===== config.mk =====
export PLATFORM = sky130hd
export DESIGN_NAME = sound_latch_ctrl
export DESIGN_NICKNAME = d
export VERILOG_FILES = /design/src/rtl/sound_latch_ctrl.sv
export SDC_FILE = /design/constraint.sdc
export NUM_CORES = 1
export LEC_CHECK = 0
export ABC_AREA = 1
export ABC_CLOCK_PERIOD_IN_PS = 1800
export CAP_MARGIN = 30
export CORE_ASPECT_RATIO = 0.8
export CORE_MARGIN = 1.5
export CORE_UTILIZATION = 39
export DETAILED_ROUTE_END_ITERATION = 10
export GPL_ROUTABILITY_DRIVEN = 1
export PLACE_DENSITY = 0.86
export SETUP_SLACK_MARGIN = 0.1
export SLEW_MARGIN = 20
export SYNTH_ARGS = -nofsm -noshare
export SYNTH_HDL_FRONTEND = slang
export SYNTH_SLANG_ARGS = --single-unit

===== constraint.sdc =====
create_clock -name clk -period 1.8 [get_ports clk]
set_clock_uncertainty 0.15 [all_clocks]
set_input_delay 0.18 -clock clk [delete_from_list [all_inputs] [get_ports clk]]
set_output_delay 0.18 -clock clk [all_outputs]
set_load 0.005 [all_outputs]

===== src/rtl/sound_latch_ctrl.sv =====
`default_nettype none
// ============================================================================
// Module   : sound_latch_ctrl
// Brief    : 68K->Z80 sound command latch, Z80 ROM bank register and
//            periodic Z80 maskable-interrupt generator.
// Revision : 1.0 - initial release
// ============================================================================
module sound_latch_ctrl #(
    parameter logic [15:0] IRQ_PERIOD = 16'd16384,
    parameter int          BANK_BITS  = 5
) (
    input  logic                    clk,
    input  logic                    reset,
    input  logic                    z80_clk_en,
    input  logic                    m68k_latch_cs,
    input  logic                    m68k_lds_n,
    input  logic [15:0]             m68k_dout,
    input  logic                    z80_latch_cs,
    input  logic                    z80_latch_clr_cs,
    input  logic                    z80_bank_set_cs,
    input  logic [7:0]              z80_dout,
    input  logic [15:0]             z80_addr,
    input  logic                    M1_n,
    input  logic                    IORQ_n,
    output logic [7:0]              sound_latch,
    output logic                    latch_pending,
    output logic                    z80_irq_n,
    output logic [BANK_BITS-1:0]    z80_bank,
    output logic [14+BANK_BITS-1:0] z80_banked_addr
);

    localparam logic [15:0] c_irq_last = IRQ_PERIOD - 16'd1;
    localparam logic [0:0]  c_st_idle  = 1'b0;
    localparam logic [0:0]  c_st_req   = 1'b1;

    logic                 r_wr_term_d;
    logic                 r_clr_d;
    logic                 r_bank_d;
    logic [7:0]           r_latch;
    logic                 r_pending;
    logic [BANK_BITS-1:0] r_bank;
    logic [15:0]          r_irq_cnt;
    logic [0:0]           r_state;
    logic [0:0]           w_state_nxt;

    logic w_wr_term;
    logic w_wr_evt;
    logic w_clr_evt;
    logic w_bank_evt;
    logic w_tc;
    logic w_ack;
    logic w_unused;

    assign w_wr_term  = m68k_latch_cs & ~m68k_lds_n;
    assign w_wr_evt   = w_wr_term & ~r_wr_term_d;
    assign w_clr_evt  = z80_latch_clr_cs & ~r_clr_d;
    assign w_bank_evt = z80_bank_set_cs & ~r_bank_d;
    assign w_tc       = z80_clk_en && (r_irq_cnt == c_irq_last);
    assign w_ack      = ~M1_n & ~IORQ_n;

    // Reads of the latch have no side effects; these inputs only feed this sink.
    assign w_unused = ^{m68k_dout[15:8], z80_dout, z80_addr[15:14], z80_latch_cs};

    always_ff @(posedge clk) begin
        if (reset) begin
            r_wr_term_d <= 1'b0;
            r_clr_d     <= 1'b0;
            r_bank_d    <= 1'b0;
            r_latch     <= 8'h00;
            r_pending   <= 1'b0;
            r_bank      <= '0;
            r_irq_cnt   <= 16'd0;
        end else begin
            r_wr_term_d <= w_wr_term;
            r_clr_d     <= z80_latch_clr_cs;
            r_bank_d    <= z80_bank_set_cs;
            // A coincident 68K write takes priority over the Z80 clear.
            if (w_wr_evt) begin
                r_latch   <= m68k_dout[7:0];
                r_pending <= 1'b1;
            end else if (w_clr_evt) begin
                r_latch   <= 8'h00;
                r_pending <= 1'b0;
            end
            if (w_bank_evt) begin
                r_bank <= z80_dout[BANK_BITS-1:0];
            end
            if (z80_clk_en) begin
                r_irq_cnt <= w_tc ? 16'd0 : r_irq_cnt + 16'd1;
            end
        end
    end

    always_ff @(posedge clk) begin
        if (reset) begin
            r_state <= c_st_idle;
        end else begin
            r_state <= w_state_nxt;
        end
    end

    // Terminal count beats acknowledge; repeated terminal counts simply hold REQ.
    always_comb begin
        w_state_nxt = r_state;
        case (r_state)
            c_st_idle: if (w_tc)           w_state_nxt = c_st_req;
            c_st_req:  if (w_ack && !w_tc) w_state_nxt = c_st_idle;
            default:                       w_state_nxt = c_st_idle;
        endcase
    end

    always_comb begin
        z80_irq_n = 1'b1;
        if (r_state == c_st_req) begin
            z80_irq_n = 1'b0;
        end
    end

    assign sound_latch     = r_latch;
    assign latch_pending   = r_pending;
    assign z80_bank        = r_bank;
    assign z80_banked_addr = {r_bank, z80_addr[13:0]};

endmodule
`default_nettype wire


==> After elaboration in Yosys (flattened, before gate mapping) <==
Index checks and enable logic that the tools add are counted.
{ "word_totals": {"reg_bits": 34, "output_inout_bits": 34, "inputBits": 50} }
{ "classes": {"muxes": 9, "bitwise": 12, "n_eq_ne": 1, "n_reduce_logical": 4, "add_sub_neg": 1} }
{ "ops": {"columns": ["op", "count"], "rows": [
  ["$add 16x1->16 const B", 1],
  ["$eq 16x14->1 const B", 1],
  ["$mux 16", 1],
  ["$mux 8", 2],
  ["$not 1->1", 7],
  ["$and 1x1->1", 5],
  ["$mux 1", 5],
  ["$logic_and 1x1->1", 2],
  ["$pmux 1 s2", 1],
  ["$reduce_bool 2->1", 1],
  ["$logic_not 1->1", 1]
]} }

==> Logic depth before layout (Yosys ltp) <==
{ "depth": {"word_depth": 6, "mapped_depth": 9} }

==> Worst setup path before layout <==
Ideal clock, no wire load.
{ "synth_path": {"kind": "flip-flop to flip-flop", "startpoint": "register r_irq_cnt[0]", "endpoint": "register r_irq_cnt[0]", "setup_slack_ps": 444, "setup_time_ps": 117, "required_time_ps": 1533, "path_buffers": 0, "t_arrival_ps": 1090, "stages_incl_launch_ff": 9, "path_cell_list": "dfxtp_1 -> ha_1 -> nand2_1 -> nor2_2 -> nand2_2 -> nor2_4 -> nand2_2 -> nand2_4 -> o21ai_1"} }
{ "synth_between": {"elab_chain_cells": 3, "word_cells_on_any_way": 4, "classes_between": "1 x add/sub; 1 x eq/ne; 1 x mux; 1 x reduce/logical"} }
{ "synth_lines": {"columns": ["item", "line_no", "source"], "rows": [
  ["from (decl)", "42", "logic [15:0] r_irq_cnt;"],
  ["from (signal assigned)", "89", "r_irq_cnt <= w_tc ? 16'd0 : r_irq_cnt + 16'd1;"],
  ["parallel branches: the longest is 2 deep, another holds $add 16x1->16", null, null],
  ["$mux 16 *", "89", null]
]} }
Mark *: on every way between the ends.
A chain may end at the register's enable or synchronous reset.

==> Final worst setup path <==
{ "layout_path": {"startpoint": "register r_irq_cnt[0]", "endpoint": "register r_irq_cnt[7]"} }
The elaborated chain is that of the path after synthesis.

==> parameters.txt <==
Parameter                              Value

Outcome
  Run status ... completed

STA
  Max-slew violation total from the final report ... 0
  Max-slew headroom ... 0.7938
  Setup tns final ... 0 ns
  Portion of the clock cycle consumed by the worst path in the final layout ... 0.8569
  Tmin final ... 1.542 ns
  Final number of setup-violating endpoints ... 0
  Highest achievable clock rate ... 648.3 MHz
  Least setup slack across all paths after layout ... 0.2576 ns
  RSZ-0062 raised after global routing ... no
  Worst Hold Slack ... 0.2100 ns
  Measured slew at the worst slew-check pin ... 0.3089 ns
  Final Hold Viols ... 0

Clock network
  Inserted Clock Buffers ... 5
  Number of gates resized after CTS ... 0
  Quantity of hold-fixing buffers added after cts ... 0
  Buffer depth of the longest clock path ... 2
  Clock tree from TritonCTS ... done
  Clock transition at the register clock pins on the worst setup and hold paths after CTS ... 0.06 ns
  Buffers inserted during post-CTS setup optimization ... 0
  Cell chosen for the clock root ... sky130_fd_sc_hd__clkbuf_8
  Number of sinks handled by clock tree synthesis ... 34
  Count of H-tree levels built during CTS ... 2
  Clock insertion delay at the later pin of the skew report ... 0.28 ns

Logic synthesis
  Synthesized-area fraction occupied by and/or/nand/nor cells ... 0.3189
  Sequential cell area fraction in the yosys report ... 0.4220
  Number of flip-flops and latches in the synthesized netlist ... 34
  Post-Synthesis Cell Area ... 1613 um2
  Compound-cell area share of the yosys netlist ... 0.07448
  Multiplexer area fraction after synthesis ... 0
  Mapped Cells ... 212
  Synthesized area divided by synthesized cell count ... 7.608 um2
  Number of nets produced by synthesis ... 263
  Synthesized-area fraction occupied by adder cells ... 0.007758
  Library cells used by synthesis ... 25
  Warnings from Yosys ... 0
  Share of the synthesized netlist area taken by xor and xnor gates ... 0.03258
  Largest family of logic cells by synthesized area ... simple AND/OR/NAND/NOR gates

Worst setup path
  Worst endpoint required time ... 1.83 ns
  Reg-to-reg startpoint ... r_irq_cnt[0]
  Category of the most critical setup path ... reg -> reg
  Critical path startpoint category ... flip-flop
  Path depth of the worst reg2reg path ... 8
  Data arrival, critical path ... 1.57 ns
  Capture instance of the worst register-to-register path ... r_irq_cnt[7]
  Kind of capture point of the worst setup path ... flip-flop
  Register-to-Register Setup Slack ... 0.26 ns
  Top fanout value on the critical path ... 7

Run
  # Max-Cap Violations ... 0

Pwr
  Power Density ... 802.7 nW/um2
  Worst ir drop on vdd ... 450.8 uV
  Leakage ... 0.7683 nW
  Power after layout ... 1.664 mW

Floorplanning
  Die Y ... 60.52 um
  Core area ... 3879 um2
  Width of the die ... 74.90 um
  Die area ... 4533 um2
  Core Rows ... 20
  Initial Utilization ... 0.4158
  Boundary Pins ... 84

Hold path
  Number of instances on the worst hold path ... 0
  Type of the tightest min-delay check ... in -> out
  Destination of the worst hold path ... z80_banked_addr[12]
  Startpoint of the tightest hold check path ... z80_addr[12]

Global routing
  Initial antenna violation count ... 0
  Maximum number of pins on one net before global-route repair ... 16
  Overflow left after global routing ... 0
  Number of global-route vias before repair ... 1285
  Global-route wire length before repair ... 5.492 mm
  Overall routing resource usage ... 0.1612

Detailed routing
  Overall routed net length ... 3.291 mm
  Initial DRT Pass Iterations ... 4
  Drt via density ... 4.764
  Count of vias placed by the detailed router ... 1415
  Average routed wire per standard cell ... 11.08 um
  Number of design rule violations left after detail routing ... 0
  DRT iter0 DRCs ... 63
  Antenna Nets Post-Route ... 0

Place
  DP Area ... 1961 um2
  Number of buffers added on ports ... 41
  Detailed placer's ending HPWL ... 2.485 mm
  Pre-CTS WS ... 0.02836 ns
  Final RePlAce weighted congestion ... 0.8192

Finish
  Fraction of final layout cells sized beyond drive strength 1 ... 0.1281
  Growth of design area from synthesis to finish ... 28.55%
  Highest-count cells in the layout ignoring fill and taps ... sky130_fd_sc_hd__clkdlybuf4s50_1 (41), sky130_fd_sc_hd__dfxtp_1 (34), sky130_fd_sc_hd__nor2_1 (31)
  Number of nets in the layout ... 293
  Final std cell area, no fill ... 2073 um2
  Commonest non-fill, non-tap cell in the layout ... sky130_fd_sc_hd__clkdlybuf4s50_1
  Count of antenna diodes in the layout ... 0
  Fillers ... 361
-- worst max-delay path by stage --
stage | from | end | cells past startpoint
4_1_cts | r_irq_cnt[0] | r_irq_cnt[1] | 8
2_1_floorplan | r_irq_cnt[0] | r_irq_cnt[0] | 8
5_1_grt | r_irq_cnt[1] | r_irq_cnt[14] | 9
3_3_place_gp | z80_clk_en | r_irq_cnt[1] | 8
3_5_place_dp | z80_clk_en | r_irq_cnt[1] | 8
6_report | r_irq_cnt[0] | r_irq_cnt[7] | 8
-- layer usage --
metal  share of wire  vias to the layer above  routed length, um  GRT usage
li1                -                      725                  -          -
met5               0                        -                  0          0
met3           0.077                        6                253    0.06146
met1            0.46                      634               1514     0.1889
met4           0.011                        0                 36    0.05974
met2            0.45                       50               1486     0.2705
-- registers in the layout, indices dropped and copies added (netlist names) --
register and flops:
z80_bank 5, latch_pending 1, r_bank_d 1, r_wr_term_d 1, r_state 1, sound_latch 8, r_irq_cnt 16, r_clr_d 1
-- cell families after synthesis --
group / count (synthesis)
simple gates: 106
xor+xnor: 6
flops: 34
compound gates: 24
buf+inv: 41
fa+ha+maj: 1
-- Yosys cell counts --
| master | n | share of area |
|---|---|---|
| sky130_fd_sc_hd__inv_2 | 2 | 0.0047 |
| sky130_fd_sc_hd__clkbuf_1 | 2 | 0.0047 |
| sky130_fd_sc_hd__buf_4 | 19 | 0.088 |
| sky130_fd_sc_hd__dfxtp_1 | 34 | 0.42 |
| sky130_fd_sc_hd__inv_1 | 16 | 0.037 |
| sky130_fd_sc_hd__xnor2_1 | 1 | 0.0054 |
| sky130_fd_sc_hd__or2_2 | 1 | 0.0039 |
| sky130_fd_sc_hd__o21ai_0 | 7 | 0.022 |
| sky130_fd_sc_hd__nor3_1 | 8 | 0.025 |
| sky130_fd_sc_hd__nor2_1 | 31 | 0.072 |
| sky130_fd_sc_hd__nand2_1 | 22 | 0.051 |
| sky130_fd_sc_hd__o21ai_1 | 3 | 0.0093 |
| sky130_fd_sc_hd__clkinv_1 | 1 | 0.0023 |
| sky130_fd_sc_hd__nor3b_1 | 1 | 0.0047 |
| sky130_fd_sc_hd__nor2_4 | 3 | 0.021 |
| sky130_fd_sc_hd__nand2_2 | 6 | 0.023 |
| sky130_fd_sc_hd__nand3_1 | 25 | 0.078 |
| sky130_fd_sc_hd__a21oi_1 | 14 | 0.043 |
| sky130_fd_sc_hd__ha_1 | 1 | 0.0078 |
| sky130_fd_sc_hd__nand3_2 | 1 | 0.0062 |
| sky130_fd_sc_hd__buf_6 | 1 | 0.0070 |
| sky130_fd_sc_hd__nand2_4 | 1 | 0.0070 |
| sky130_fd_sc_hd__nand4_1 | 1 | 0.0039 |
| sky130_fd_sc_hd__xor2_1 | 5 | 0.027 |
| sky130_fd_sc_hd__nor2_2 | 6 | 0.023 |
-- worst max-delay path: stages (launching register included) --
cell	delay, ns
sky130_fd_sc_hd__dfxtp_1	0.39
sky130_fd_sc_hd__ha_1	0.22
sky130_fd_sc_hd__nand2_1	0.09
sky130_fd_sc_hd__nor2_2	0.13
sky130_fd_sc_hd__nand2_2	0.08
sky130_fd_sc_hd__nor2_4	0.11
sky130_fd_sc_hd__nand2_2	0.08
sky130_fd_sc_hd__nand2_4	0.12
sky130_fd_sc_hd__nor2_1	0.07
-- metrics by stage --
| step | instances | utilization |
|---|---|---|
| CTS | 297 | 0.5345 |
| finish | 297 | 0.5345 |
| global route | 297 | 0.5345 |
| detailed placement | 290 | 0.5055 |
| floorplan | 212 | - |
| global placement | 290 | 0.5055 |
-- area by class of cell --
cell class	instances	area [um2]	share of cell area
Clock buffer	6	82.58	0.03983
Inverter	19	71.32	0.03440
Clock inverter	1	30.03	0.01448
Timing Repair Buffer	45	440.4	0.2124
Sequential cell	34	680.7	0.3283
Multi-Input combinational cell	137	699.4	0.3374
Tap cell	55	68.82	0.03319
-- power breakdown --
group          internal, mW  switching (mW)  leakage [nW]
Sequential            0.777          0.0153         0.277
Clock                 0.442           0.257        0.0573
Combinational         0.104          0.0691         0.434
No activity file was read; power rests on OpenSTA's default activity.
